**config.mk**
```make
export PLATFORM = sky130hd
export DESIGN_NAME = row_feed
export DESIGN_NICKNAME = d
export VERILOG_FILES = /design/src/rtl/row_feed.sv
export SDC_FILE = /design/constraint.sdc
export NUM_CORES = 1
export LEC_CHECK = 0
export CAP_MARGIN = 30
export CORE_ASPECT_RATIO = 1.4
export CORE_MARGIN = 2
export CORE_UTILIZATION = 60
export CTS_CLUSTER_DIAMETER = 100
export DETAILED_ROUTE_END_ITERATION = 8
export PLACE_DENSITY = 0.75
export SLEW_MARGIN = 20
export SYNTH_ARGS = -nofsm -noshare
export SYNTH_HDL_FRONTEND = slang
export SYNTH_SLANG_ARGS = --single-unit
```
**constraint.sdc**
```tcl
create_clock -name clk -period 6.9 [get_ports clk]
set_input_delay 1.38 -clock clk [delete_from_list [all_inputs] [get_ports clk]]
set_output_delay 1.38 -clock clk [all_outputs]
set_load 0.03 [all_outputs]
```
**src/rtl/row_feed.sv**
```systemverilog
// row_feed: per-line texture row stage; divides and multiplies a trace result serially
// into a step/start pair, then steps texv across the visible pixels of the next line.
module row_feed #(
    parameter int H_VIEW = 640
) (
    input  logic        clk,
    input  logic        reset_n,
    input  logic        trace_valid,
    output logic        trace_ready,
    input  logic        trace_side,
    input  logic [10:0] trace_size,
    input  logic [5:0]  trace_texu,
    input  logic        line_start,
    input  logic        visible,
    output logic        side,
    output logic [10:0] size,
    output logic [5:0]  texu,
    output logic [5:0]  texv,
    output logic        row_valid,
    output logic        underrun
);
    typedef enum logic [1:0] {IDLE, DIV, MUL, DONE} state_t;
    localparam logic [17:0] HALF = 18'(H_VIEW / 2);

    state_t      state_q, state_d;
    logic [4:0]  cnt_q, cnt_d;
    logic        p_side_q, p_side_d;
    logic [10:0] p_size_q, p_size_d;
    logic [5:0]  p_texu_q, p_texu_d;
    logic [10:0] rem_q, rem_d;
    logic [17:0] quo_q, quo_d;
    logic [17:0] mcand_q, mcand_d;
    logic [10:0] mplier_q, mplier_d;
    logic [17:0] prod_q, prod_d;
    logic [17:0] p_acc0_q, p_acc0_d;
    logic        side_q, side_d;
    logic [10:0] size_q, size_d;
    logic [5:0]  texu_q, texu_d;
    logic [17:0] step_q, step_d;
    logic [17:0] acc0_q, acc0_d;
    logic [17:0] acc_q, acc_d;
    logic        row_valid_q, row_valid_d;
    logic        underrun_q, underrun_d;
    logic [10:0] divisor;
    logic [11:0] rem_sh;
    logic        fits;

    always_comb begin
        divisor = (p_size_q == 11'd0) ? 11'd1 : p_size_q;
        // dividend is 2^17, so only the first quotient step shifts in a one
        rem_sh = {rem_q, cnt_q == 5'd0};
        fits = rem_sh >= {1'b0, divisor};
        state_d = state_q;
        cnt_d = cnt_q;
        p_side_d = p_side_q;
        p_size_d = p_size_q;
        p_texu_d = p_texu_q;
        rem_d = rem_q;
        quo_d = quo_q;
        mcand_d = mcand_q;
        mplier_d = mplier_q;
        prod_d = prod_q;
        p_acc0_d = p_acc0_q;
        side_d = side_q;
        size_d = size_q;
        texu_d = texu_q;
        step_d = step_q;
        acc0_d = acc0_q;
        acc_d = acc_q;
        row_valid_d = row_valid_q;
        case (state_q)
            IDLE: if (trace_valid) begin
                state_d = DIV;
                cnt_d = 5'd0;
                p_side_d = trace_side;
                p_size_d = trace_size;
                p_texu_d = trace_texu;
                rem_d = 11'd0;
                quo_d = 18'd0;
            end
            DIV: begin
                rem_d = fits ? 11'(rem_sh - {1'b0, divisor}) : rem_sh[10:0];
                quo_d = {quo_q[16:0], fits};
                cnt_d = cnt_q + 5'd1;
                if (cnt_q == 5'd17) begin
                    state_d = MUL;
                    cnt_d = 5'd0;
                    mcand_d = {quo_q[16:0], fits};
                    mplier_d = divisor;
                    prod_d = 18'd0;
                end
            end
            MUL: if (cnt_q == 5'd11) begin
                // size*step accumulated; remove the centre offset in one subtract
                p_acc0_d = prod_q - HALF * quo_q;
                state_d = DONE;
            end else begin
                prod_d = mplier_q[0] ? prod_q + mcand_q : prod_q;
                mcand_d = {mcand_q[16:0], 1'b0};
                mplier_d = mplier_q >> 1;
                cnt_d = cnt_q + 5'd1;
            end
            DONE: ;
        endcase
        underrun_d = line_start && state_q != DONE;
        if (line_start && state_q == DONE) begin
            state_d = IDLE;
            side_d = p_side_q;
            size_d = p_size_q;
            texu_d = p_texu_q;
            step_d = quo_q;
            acc0_d = p_acc0_q;
            acc_d = p_acc0_q;
            row_valid_d = 1'b1;
        end else if (line_start) begin
            acc_d = acc0_q;
            row_valid_d = 1'b0;
        end else if (visible) begin
            acc_d = acc_q + step_q;
        end
    end

    always_ff @(posedge clk or negedge reset_n) begin
        if (!reset_n) begin
            state_q <= IDLE;
            cnt_q <= '0;
            p_side_q <= 1'b0;
            p_size_q <= '0;
            p_texu_q <= '0;
            rem_q <= '0;
            quo_q <= '0;
            mcand_q <= '0;
            mplier_q <= '0;
            prod_q <= '0;
            p_acc0_q <= '0;
            side_q <= 1'b0;
            size_q <= '0;
            texu_q <= '0;
            step_q <= '0;
            acc0_q <= '0;
            acc_q <= '0;
            row_valid_q <= 1'b0;
            underrun_q <= 1'b0;
        end else begin
            state_q <= state_d;
            cnt_q <= cnt_d;
            p_side_q <= p_side_d;
            p_size_q <= p_size_d;
            p_texu_q <= p_texu_d;
            rem_q <= rem_d;
            quo_q <= quo_d;
            mcand_q <= mcand_d;
            mplier_q <= mplier_d;
            prod_q <= prod_d;
            p_acc0_q <= p_acc0_d;
            side_q <= side_d;
            size_q <= size_d;
            texu_q <= texu_d;
            step_q <= step_d;
            acc0_q <= acc0_d;
            acc_q <= acc_d;
            row_valid_q <= row_valid_d;
            underrun_q <= underrun_d;
        end
    end

    assign trace_ready = state_q == IDLE;
    assign side = side_q;
    assign size = size_q;
    assign texu = texu_q;
    assign texv = acc_q[17:12];
    assign row_valid = row_valid_q;
    assign underrun = underrun_q;
endmodule

```
== Yosys cells after proc, flatten, opt, wreduce, memory -nomap -nowiden ==
Index checks and enable logic that the tools add are counted.
Word-level totals
  input bits: 23
  word-level logic and storage cells: 87
  output and inout bits: 27
  register bits: 193
  memories kept: 0
  memory bits (read-only): 0
  bits in writable memories: 0
  latch bits: 0
Operators by class
  shifts and indexed selects: 0
  bitwise gates (word level): 0
  equality and inequality tests: 13
  $mul: 1
  muxes and demuxes: 30
  reductions and logical operators: 18
  $add $sub $neg: 5
  magnitude comparators: 1
  div/mod/pow operators: 0
Operators by type and width (number)
  $mux 18: 9
  $pmux 18 s2: 3
  $mux 11: 5
  $pmux 11 s2: 2
  $add 18x18->18: 2
  $mul 3x18->12 const A: 1
  $sub 18x18->18: 1
  $mux 5: 3
  $pmux 5 s3: 1
  $ge 12x11->1: 1
  $logic_not 11->1: 1
  $sub 11x11->11: 1
  $ne 2x2->1 const B: 5
  $mux 2: 4
  $reduce_and 4->1: 2
  $ne 3x3->1 const B: 2
  $pmux 2 s3: 1
  $reduce_and 2->1: 3
  $reduce_and 3->1: 2
  $reduce_bool 2->1: 3
  $reduce_bool 3->1: 2
  $add 5x1->5 const B: 1
  $eq 5x4->1 const B: 1
  $eq 5x5->1 const B: 1
  8 further kinds: 11

== Depth between registers and ports, before layout ==
  word-level depth: 5
  depth in mapped cells: 13
  mapped depth without buffers: 13

== Worst setup path before layout ==
OpenSTA, ideal clock, no wires.
  path kind: reg2reg
  start: register quo_q[2]
  end: register p_acc0_q[16]
  clock period less this slack: 2.949 ns
  cell stages (with the launch flop): 12
  buffers on the path: 0
  library setup time: 0.134 ns
  setup slack: 3.951 ns
  data required time: 6.766 ns
  arrival time: 2.815 ns
  cell sequence: dfrtp_1 > ha_1 > ha_1 > a21o_1 > a21oi_1 > xnor2_1 > ha_1 > or3_1 > o221a_2 > o41ai_1 > xor2_1 > o21ai_0
Between the ends
  word-level cells in the longest chain between the ends: 2
RTL lines
  start, declared: line 31  | logic [17:0] quo_q, quo_d;
  start signal, assigned: line 151  | quo_q <= quo_d;
  $mul 3x18->12: line 95  | p_acc0_d = prod_q - HALF * quo_q;
  $sub 18x18->18: line 95
  end signal, assigned: line 155  | p_acc0_q <= p_acc0_d;
  end, declared: line 35  | logic [17:0] p_acc0_q, p_acc0_d;
Every way passes these cells.
A chain may end at the register's enable or synchronous reset.

== Worst setup path after layout ==
  start: register state_q[0]
  end: register prod_q[17]
Between the ends
  word-level cells in the longest chain between the ends: 3
  elaborated cells on any way between the ends: 8
  those cells by class: eq/ne: 5; mux: 1; reduce/logical: 2
RTL lines
  start, declared: line 25  | state_t state_q, state_d;
  start signal, assigned: line 145  | state_q <= state_d;
  $eq 2x2->1 or $eq 2x1->1 (tied branches): line 71  | case (state_q)
  $ne 2x2->1 (no line) or $reduce_bool 2->1 (tied branches)
  $reduce_and 4->1 (no line)
  end signal, assigned: line 154  | prod_q <= prod_d;
  end, declared: line 34  | logic [17:0] prod_q, prod_d;
Several ways; a longest one is shown, not always the timed one.

==> results.cfg <==
[clock_tree]
cts-buffers-inserted = 17
cts_buffer_depth = 2
clkTransAtPathRegs_ns = 0.07
cts-root-buf = clkbuf_16
cts_resized = 0
clock-sinks = 193
htreeDepth = 4
cts_setup_buffers = 0
ctsHoldBuffers = 0
insertion_delay_ns = 0.44
cts_tree = built

[grt]
grt_pass1_vias = 8166
antenna_found_initial = 0
grt_max_degree = 89
gr-total-overflow = 0
grt_first_pass_wirelength_um = 40800
grtUsageTotal = 0.261

[run_status]
outcome = complete, no violations

[cells_and_area]
drive_above_1_share = 0.113
fin_nets = 1227
fill_cells = 1414
antenna_cells = 0
fin_area_um2 = 12300
final_cell_mix = dfrtp_1, nand2_1, a21oi_1
syn2layout_area_growth_pct = 11.5
layout_commonest_cell = dfrtp_1
utilization = 0.683

[placement]
place_area_um2 = 11700
dp_hpwl_um = 17200
port_buffers = 49
routabilityCongestion = 0.890

[power]
leakagePower_nw = 5.76
p_per_area_nw_per_um2 = 416
max-vdd-ir-drop_mv = 0.291

[worst_hold_path]
hold_depth = 2
hold_path_class = reg2reg

[critical_path]
arrival_ns = 4.03
critical_path.endpoint_type = register
reg2regPathDepth = 9
required_ns = 7.23
critPathMaxFanout = 38
path_class = reg2reg
startpoint_type = register

[logic_synthesis]
ys.flop_type = dfrtp_1
synth.area.top_cells = dfrtp_1, ha_1, mux2_2
synth_edf_count = 0
synth_area_leader_cell = dfrtp_1
post_synth_num_cell_types = 65
synth_top_area_share = 0.436
syn-cell-area_um2 = 11100
ys_ff_latch = 193
synth.avg_cell_area_um2 = 10.1
yosysWarnings = 0
netlist_instances = 1093
ys_seq_area_frac = 0.436
synth_nets = 1202
synthArstFlopShare = 1.00

[floorplanning]
fp.dieArea_um2 = 19600
std_cell_rows = 58
io_pins = 50
die_height_um = 165
initial_core_util = 0.613
coreArea_um2 = 18100
die_x_um = 119

[sta]
fmax_ghz = 0.270
slew_violations = 0
grt_setup_unrepaired = false
tns_ns = 0
tightest_slew_ns = 0.919
fin_skew_ns = 0.0104
period_needed_ns = 3.70
relSlewSlack = 0.384
hold_violations = 0
post-route-period-util = 0.536
setup_violations = 0

[routing]
wl_um = 24000
viasPerCell = 5.88
drc = 0
post_drt_wl_per_cell_um = 17.5
drtPass1Iterations = 5
dr_total_vias = 8065
drtAntennaViolNets = 0
drt_iter0_drc = 475

[job]
maxCapViolCount = 0
[final cells by class]
type / count / area, µm² / area share
inverters: 42 / 158 / 0.0128
clock buffers: 18 / 439 / 0.0356
flip-flops and latches: 193 / 4830 / 0.391
well taps: 240 / 300 / 0.0243
repair buffers: 59 / 597 / 0.0483
clock inverters: 14 / 150 / 0.0122
multi-input cells: 805 / 5870 / 0.476
[synthesized netlist by cell type (3+ instances only)]
| library cell | number |
|---|---|
| nor4_1 | 5 |
| xor2_1 | 19 |
| nand3_1 | 16 |
| nor3_1 | 9 |
| nand3b_1 | 5 |
| nand4_1 | 4 |
| fa_1 | 5 |
| xnor2_1 | 34 |
| o31ai_1 | 18 |
| a31oi_1 | 6 |
| ha_1 | 81 |
| a22o_1 | 17 |
| a21o_1 | 18 |
| nor2b_1 | 18 |
| nand2_1 | 99 |
| nor2_1 | 69 |
| a211oi_1 | 14 |
| mux2i_1 | 50 |
| buf_1 | 3 |
| a21boi_0 | 3 |
| o41ai_1 | 4 |
| o21ai_0 | 80 |
| dfrtp_1 | 193 |
| or3_1 | 7 |
| clkbuf_1 | 40 |
| mux2_2 | 70 |
| buf_4 | 7 |
| o21a_1 | 5 |
| nand2b_1 | 8 |
| o211ai_1 | 6 |
| a22oi_1 | 4 |
| a21oi_1 | 87 |
| inv_1 | 41 |
| o21bai_1 | 7 |
[sequential cells by signal (all words and copies together) (netlist names), 2 cells and up]
| signal | count |
|---|---|
| acc0_q | 18 |
| acc_q | 18 |
| cnt_q | 5 |
| mcand_q | 18 |
| mplier_q | 11 |
| p_acc0_q | 18 |
| p_size_q | 11 |
| p_texu_q | 6 |
| prod_q | 18 |
| quo_q | 18 |
| rem_q | 11 |
| size | 11 |
| state_q | 2 |
| step_q | 18 |
| texu | 6 |
[per-stage QoR]
step	std cells	hold slack (ns)	worst slack (ns)	power [mW]
4_1_cts	1370	0.496	3.19	5.14
3_3_place_gp	1337	0.464	3.31	4.07
2_1_floorplan	1093	0.451	3.95	3.52
5_1_grt	1371	0.517	2.81	5.52
3_5_place_dp	1338	0.473	3.21	4.13
6_report	1371	0.487	3.20	5.14
[critical path, stage by stage, from the launching register on]
cell	delay, ns
dfrtp_1	0.43
inv_1	0.11
ha_2	0.17
buf_4	0.47
clkinv_1	0.37
nor2_1	0.71
or3_1	0.74
or2_1	0.35
or3_1	0.16
o21ai_2	0.05
[routing by layer]
| layer | up-vias | share of wire | global-route usage |
|---|---|---|---|
| met5 | - | 0 | 0 |
| met2 | 142 | 0.51 | 0.463 |
| met1 | 3899 | 0.44 | 0.327 |
| met4 | 0 | 0.022 | 0.0871 |
| met3 | 43 | 0.028 | 0.0421 |
| li1 | 3981 | - | - |
[final timing paths]
kind / from / end / slack (ns)
worst min register to register: rem_q[10]$_DFFE_PN0P_ / rem_q[10]$_DFFE_PN0P_ / 0.49
worst min-delay path: rem_q[10]$_DFFE_PN0P_ / rem_q[10]$_DFFE_PN0P_ / 0.49
worst max register to register: state_q[0]$_DFFE_PN0P_ / prod_q[17]$_DFFE_PN0P_ / 3.20
max in group asynchronous: reset_n / mplier_q[4]$_DFFE_PN0P_ / 4.74
min in group asynchronous: reset_n / rem_q[9]$_DFFE_PN0P_ / 0.99
worst max-delay path: state_q[0]$_DFFE_PN0P_ / prod_q[17]$_DFFE_PN0P_ / 3.20
[power breakdown]
part	leakage, nW	switching, mW	internal [mW]
Clock	0.279	0.468	0.519
Combinational	2.96	1.43	1.06
Sequential	2.52	0.242	1.42
Total	5.76	2.14	3.00
[cell families (layout without fill, tap and decap cells)]
logic type	after synthesis	count (layout)	synth area share
multiplexers	120	120	0.116
AND/OR/NAND/NOR	255	255	0.106
adder cells (fa/ha/maj)	86	86	0.101
XOR/XNOR	53	53	0.0419
buffers and inverters	95	133	0.0355
AO/OA/AOI/OAI	291	291	0.164
flip-flops	193	193	0.436
Note: power is estimated with default switching activity, not from simulation.
